File: config.mk
export PLATFORM = sky130hd
export DESIGN_NAME = picoblaze_port_hub
export DESIGN_NICKNAME = d
export VERILOG_FILES = /design/src/rtl/picoblaze_port_hub.sv
export SDC_FILE = /design/constraint.sdc
export NUM_CORES = 1
export LEC_CHECK = 0
export BUFFER_PORTS_ARGS = -buffer_cell sky130_fd_sc_hd__buf_2
export CORE_MARGIN = 3
export CORE_UTILIZATION = 45
export DETAILED_ROUTE_END_ITERATION = 8
export HOLD_SLACK_MARGIN = 0.02
export PLACE_DENSITY_LB_ADDON = 0.3
export SETUP_SLACK_MARGIN = 0.2
export SYNTH_ARGS = -nofsm -noshare
export SYNTH_HDL_FRONTEND = slang
export SYNTH_SLANG_ARGS = --single-unit
File: constraint.sdc
create_clock -name clk -period 1.08 [get_ports clk]
set_clock_uncertainty 0.2 [all_clocks]
set_input_delay 0 -clock clk [delete_from_list [all_inputs] [get_ports clk]]
set_output_delay 0 -clock clk [all_outputs]
set_load 0.03 [all_outputs]
File: src/rtl/picoblaze_port_hub.sv
// picoblaze_port_hub
// Port-mapped I/O hub between a KCPSM6 processor and its peripherals.
//   - N_OUT write registers at port IDs OUT_BASE..OUT_BASE+N_OUT-1, each
//     with a one-cycle wr_pulse flag after an update.
//   - N_IN read channels (IDs in IN_IDS) muxed into a registered in_port,
//     with a one-cycle rd_pulse acknowledge to the channel that was read.
//   - N_IRQ edge-triggered interrupt sources with a pending register
//     (read at IRQ_STAT_ID, write-1-to-clear) and an enable mask
//     (read/write at IRQ_MASK_ID), driving a registered interrupt output.
// Optional build macro: K_WRITE_EN -- when defined, OUTPUTK (k_write_strobe)
//   may also write output registers whose ID is below 16, matched on
//   port_id[3:0]. When undefined, k_write_strobe is ignored.
// Ports:
//   clk, rst_n            clock, asynchronous active-low reset
//   port_id, out_port     processor address / write data
//   write_strobe          OUTPUT strobe
//   k_write_strobe        OUTPUTK strobe
//   read_strobe           INPUT strobe
//   in_data               peripheral read data, channel i at [8i+7:8i]
//   in_port               registered read data to processor
//   rd_pulse              per-channel read acknowledge
//   out_regs, wr_pulse    output register contents / update flags
//   irq_src, interrupt    raw interrupt sources / request to processor
module picoblaze_port_hub #(
  parameter int                N_OUT       = 9,
  parameter logic [7:0]        OUT_BASE    = 8'd2,
  parameter logic [7:0]        OUT_RST     = 8'h00,
  parameter int                N_IN        = 4,
  parameter logic [8*N_IN-1:0] IN_IDS      = {8'd15, 8'd13, 8'd12, 8'd3},
  parameter int                N_IRQ       = 2,
  parameter logic [N_IRQ-1:0]  IRQ_ACT_LOW = 2'b01,
  parameter logic [7:0]        IRQ_STAT_ID = 8'd20,
  parameter logic [7:0]        IRQ_MASK_ID = 8'd21
) (
  input  logic                clk,
  input  logic                rst_n,
  input  logic [7:0]          port_id,
  input  logic [7:0]          out_port,
  input  logic                write_strobe,
  input  logic                k_write_strobe,
  input  logic                read_strobe,
  input  logic [8*N_IN-1:0]   in_data,
  output logic [7:0]          in_port,
  output logic [N_IN-1:0]     rd_pulse,
  output logic [8*N_OUT-1:0]  out_regs,
  output logic [N_OUT-1:0]    wr_pulse,
  input  logic [N_IRQ-1:0]    irq_src,
  output logic                interrupt
);

  // Port ID of output register k (8-bit wraparound, as the processor sees it).
  function automatic logic [7:0] out_id(input int k);
    return OUT_BASE + 8'(k);
  endfunction

`ifdef K_WRITE_EN
  // OUTPUTK only carries a 4-bit port address, so only registers below 16
  // are reachable, matched on the low nibble.
  function automatic logic k_reachable(input int k);
    return (int'(OUT_BASE) + k) < 16;
  endfunction

  function automatic logic [3:0] out_nib(input int k);
    logic [7:0] id;
    id = OUT_BASE + 8'(k);
    return id[3:0];
  endfunction
`else
  logic w_unused_k;
  assign w_unused_k = k_write_strobe;
`endif

  logic [8*N_OUT-1:0] r_out;
  logic [N_OUT-1:0]   r_wr_pulse;
  logic [7:0]         r_in_port;
  logic [N_IN-1:0]    r_rd_pulse;
  logic [N_IRQ-1:0]   r_sync1;
  logic [N_IRQ-1:0]   r_sync2;
  logic [N_IRQ-1:0]   r_prev;
  logic [N_IRQ-1:0]   r_pending;
  logic [N_IRQ-1:0]   r_mask;
  logic               r_irq;

  logic [N_OUT-1:0]   w_wr_hit;
  logic               w_mask_wr;
  logic [N_IRQ-1:0]   w_clr_bits;
  logic [N_IRQ-1:0]   w_edge;
  logic [N_IRQ-1:0]   w_pend_nxt;
  logic [7:0]         w_pend_pad;
  logic [7:0]         w_mask_pad;
  logic [7:0]         w_rd_data;
  logic [N_IN-1:0]    w_rd_sel;
  logic               w_ch_found;

  // Output register write decode (OUTPUT, plus OUTPUTK when enabled).
  always_comb begin
    w_wr_hit = '0;
    for (int k = 0; k < N_OUT; k++) begin
      if (write_strobe && (port_id == out_id(k))) begin
        w_wr_hit[k] = 1'b1;
      end
`ifdef K_WRITE_EN
      else if (k_write_strobe && k_reachable(k) && (port_id[3:0] == out_nib(k))) begin
        w_wr_hit[k] = 1'b1;
      end
`endif
      else begin
        w_wr_hit[k] = 1'b0;
      end
    end
  end

  // Output registers and their one-cycle update flags.
  always_ff @(posedge clk or negedge rst_n) begin
    if (!rst_n) begin
      r_out      <= {N_OUT{OUT_RST}};
      r_wr_pulse <= '0;
    end else begin
      for (int k = 0; k < N_OUT; k++) begin
        if (w_wr_hit[k]) begin
          r_out[8*k +: 8] <= out_port;
        end
      end
      r_wr_pulse <= w_wr_hit;
    end
  end

  // IRQ register write decode and pending-bit next state.
  always_comb begin
    w_mask_wr = write_strobe && (port_id == IRQ_MASK_ID);
    if (write_strobe && (port_id == IRQ_STAT_ID)) begin
      w_clr_bits = out_port[N_IRQ-1:0];
    end else begin
      w_clr_bits = '0;
    end
    w_edge     = r_sync2 & ~r_prev;
    // The edge term is OR-ed after the clear so a coincident edge wins.
    w_pend_nxt = (r_pending & ~w_clr_bits) | w_edge;
  end

  // Source synchroniser (polarity-normalised, inactive = 0) and edge history.
  always_ff @(posedge clk or negedge rst_n) begin
    if (!rst_n) begin
      r_sync1 <= '0;
      r_sync2 <= '0;
      r_prev  <= '0;
    end else begin
      r_sync1 <= irq_src ^ IRQ_ACT_LOW;
      r_sync2 <= r_sync1;
      r_prev  <= r_sync2;
    end
  end

  // Pending, mask and the registered interrupt request.
  always_ff @(posedge clk or negedge rst_n) begin
    if (!rst_n) begin
      r_pending <= '0;
      r_mask    <= '0;
      r_irq     <= 1'b0;
    end else begin
      r_pending <= w_pend_nxt;
      if (w_mask_wr) begin
        r_mask <= out_port[N_IRQ-1:0];
      end else begin
        r_mask <= r_mask;
      end
      r_irq <= |(r_pending & r_mask);
    end
  end

  // Read mux: IRQ status, IRQ mask, then lowest-index matching channel.
  always_comb begin
    w_pend_pad = 8'h00;
    w_pend_pad[N_IRQ-1:0] = r_pending;
    w_mask_pad = 8'h00;
    w_mask_pad[N_IRQ-1:0] = r_mask;
    w_rd_data  = 8'h00;
    w_rd_sel   = '0;
    w_ch_found = 1'b0;
    if (port_id == IRQ_STAT_ID) begin
      w_rd_data = w_pend_pad;
    end else if (port_id == IRQ_MASK_ID) begin
      w_rd_data = w_mask_pad;
    end else begin
      for (int i = 0; i < N_IN; i++) begin
        if (!w_ch_found && (port_id == IN_IDS[8*i +: 8])) begin
          w_rd_data   = in_data[8*i +: 8];
          w_rd_sel[i] = 1'b1;
          w_ch_found  = 1'b1;
        end else begin
          w_rd_sel[i] = 1'b0;
        end
      end
    end
  end

  // Registered read data (every cycle) and read-acknowledge pulses.
  always_ff @(posedge clk or negedge rst_n) begin
    if (!rst_n) begin
      r_in_port  <= 8'h00;
      r_rd_pulse <= '0;
    end else begin
      r_in_port <= w_rd_data;
      if (read_strobe) begin
        r_rd_pulse <= w_rd_sel;
      end else begin
        r_rd_pulse <= '0;
      end
    end
  end

  assign out_regs  = r_out;
  assign wr_pulse  = r_wr_pulse;
  assign in_port   = r_in_port;
  assign rd_pulse  = r_rd_pulse;
  assign interrupt = r_irq;

endmodule

==> impl_metrics.yaml <==
pwr:
  intPower_mw: 5.87
  power_leakage_nw: 3.81
  power.clock.fraction: 0.307
  swShare: 0.275
  p_comb_frac: 0.180
  vdd_drop_max_mv: 0.783
  powerDensity_nw_per_um2: 1120
  seq_power_share: 0.513
  p_sw_mw: 2.22
floorplanning:
  fp.dieW_um: 103
  die_h_um: 103
  start_util: 0.476
  io_pins: 149
  core-area_um2: 8980
  rows: 34
  fp.dieArea_um2: 10700
logic_synthesis:
  synthesis.area_um2: 4280
  synth_edf_count: 0
  ys_seq_elements: 104
  synth_flop_cell: "dfrtp_1"
  yosysTopAreaCell: "dfrtp_1"
  async_reset_ff_frac: 1.00
  postSynthCellCount: 296
  seq_area_frac_synth: 0.609
  netlist.area_leader.share: 0.609
  yosys_warnings: 0
  synth_cell_types: 36
  synth_fp_nets: 351
  synth.avg_cell_area_um2: 14.4
  yosys-top-cells-area: "dfrtp_1 61%, mux2_4 11%, mux2_2 11%"
cells_and_area:
  final_nets: 611
  final_cell_mix: "111 x buf_6, 104 x dfrtp_1, 60 x buf_4, 49 x buf_2, 40 x mux2_2"
  final_common_cell: "buf_6"
  fillers: 502
  area_delta_synth_final_pct: 68.7
  fin_cells: 688
  layout-drive-gt1-share: 0.654
place:
  pre_cts_slack_ns: -0.630
  dp_cells: 600
  io_buffers: 147
  gp_congestion: 0.804
  hpwl_um: 7490
worst_setup_path:
  r2r_start: "r_pending[0]"
  cp_data_required_time_ns: 1.12
  rr_worst_depth: 4
  reg2reg_setup_slack_ns: -0.09
  end_kind: "register"
  cp-start-kind: "primary input"
  crit_arrival_ns: 1.34
  critical_path_peak_fanout: 8
  critPathKind: "in2reg"
  timing.critical_path.from: "port_id[6]"
  r2r-end: "in_port[0]"
route:
  drcViolationCount: 0
  vias: 3442
  wire_per_inst_um: 18.3
  drt-initial-drc-count: 103
  dr.pass1.iters: 4
  totalWireLength_um: 12600
  drtAntennaViolNets: 0
  routed_via_density: 5.00
hold_path:
  whs_path_depth: 3
  whs_endpoint: "in_port[1]"
  min_from: "in_data[17]"
  hold_path_class: "in2reg"
clock_network:
  cts.htree.levels: 3
  cts_tree: "done"
  clock_path_buffers: 2
  clock_sinks: 104
  clk_pin_slew_worst_paths_ns: 0.10
  numCtsBuffers: 9
  clockRootBuffer: "clkbuf_8"
  insertion_delay_ns: 0.35
  ctsHoldBuffers: 25
global_routing:
  grt_antenna_before_repair: 1
  overflow: 0
  grt_pass1_vias: 3742
  track_usage: 0.240
  grt_max_degree: 53
  grt_pass1_wl_um: 19600
timing:
  fin_hold_ws_ns: -0.220
  fin_crit_ns: 1.30
  relSlewSlack: 0.679
  report.final.slew_viol_count: 0
  fmax_mhz: 770
  hold_violations: 128
  grt_setup_unrepaired: "true"
  worstMarginPinSlew_ns: 0.482
  finalCritPeriodShare: 1.20
  fin_ws_ns: -0.219
  setup-violations-final: 160
status:
  violations: "hold timing, setup timing"
  outcome: "finished, violations left"
flow_run:
  cap_violations: 0
[repair_timing]
action | 4_1_cts | 5_1_grt
cloned | 8 | 0
resized for setup | 233 | 8
pin swaps | 17 | 9
setup endpoints to repair | 192 | 192
hold endpoints to repair | 200 | 127
setup buffers | 30 | 8
[final cells by class]
class | instances | area, µm² | area share
Timing Repair Buffer | 251 | 2310 | 0.320
Inverter | 14 | 52.6 | 0.00728
Multi-Input combinational cell | 176 | 1890 | 0.261
Clock buffer | 10 | 128 | 0.0177
Sequential cell | 104 | 2600 | 0.361
Antenna cell | 1 | 2.50 | 0.000347
Tap cell | 126 | 158 | 0.0219
Clock inverter | 6 | 75.1 | 0.0104
[power by group through the flow]
stage | clock network [mW] | logic (mW) | registers (mW)
3_3_place_gp | 0 | 1.03 | 4.19
2_1_floorplan | 0 | 0.270 | 4.46
3_5_place_dp | 0 | 1.05 | 4.19
4_1_cts | 2.53 | 1.42 | 4.15
6_report | 2.49 | 1.46 | 4.15
5_1_grt | 2.68 | 1.54 | 4.17
[layer usage]
layer  vias to the layer above  GRT usage  part of all wire
met1                      1729      0.290              0.39
li1                       1581          -                 -
met3                        27     0.0443             0.042
met5                         -          0                 0
met2                       105      0.429              0.54
met4                         0     0.0857             0.028
[worst max-delay path, stage by stage]
cell	delay, ns
buf_8	0.10
nor4_4	0.34
and4b_1	0.29
buf_12	0.20
nand2_4	0.10
mux2_4	0.30
[worst max-delay path by stage]
| stage | endpoint | slack [ns] | cells past startpoint |
|---|---|---|---|
| 5_1_grt | out_regs[41] | -0.25 | 6 |
| 3_5_place_dp | out_regs[26] | -0.63 | 6 |
| 6_report | out_regs[47] | -0.22 | 6 |
| 3_3_place_gp | out_regs[50] | -0.59 | 5 |
| 2_1_floorplan | out_regs[40] | -0.54 | 5 |
| 4_1_cts | out_regs[25] | -0.19 | 6 |
[state kept, by name, summed over array words and instances (netlist names)]
signal and flops:
rd_pulse 4, interrupt 1, out_regs 72, r_sync2 2, r_pending 2, wr_pulse 9
r_prev 2, r_mask 2, in_port 8, r_sync1 2
[synthesized netlist by cell type, drive strengths merged, types with 2 or more instances]
library cell    n
o21ai           9
mux2           74
buf             4
nor2           17
nor3            7
and2            3
a32oi           2
inv            14
a21oi           9
clkbuf          6
nand2          15
nand3           7
mux2i           2
nand4           4
a22o            3
dfrtp         104
and4b           2
and3            4
[per-stage QoR]
stage / power [mW] / hold WS [ns] / area, µm² / util / TNS, ns
after CTS: 8.09 / -0.230 / 7130 / 0.794 / -14.03
after global routing: 8.39 / -0.211 / 7210 / 0.804 / -21.55
after floorplan: 4.73 / -0.496 / 4370 / - / -36.40
after detailed placement: 5.24 / -0.177 / 5550 / 0.619 / -51.17
final: 8.10 / -0.220 / 7210 / 0.804 / -15.76
after global placement: 5.22 / -0.185 / 5550 / 0.619 / -47.97
[logic make-up after synthesis]
group                  count (synthesis)  share of synthesized area
buffers and inverters                 24                     0.0228
AND/OR/NAND/NOR                       64                     0.0998
AO/OA/AOI/OAI                         28                     0.0413
multiplexers                          76                      0.228
flip-flops                           104                      0.609
Note: power is estimated with default switching activity, not from simulation.
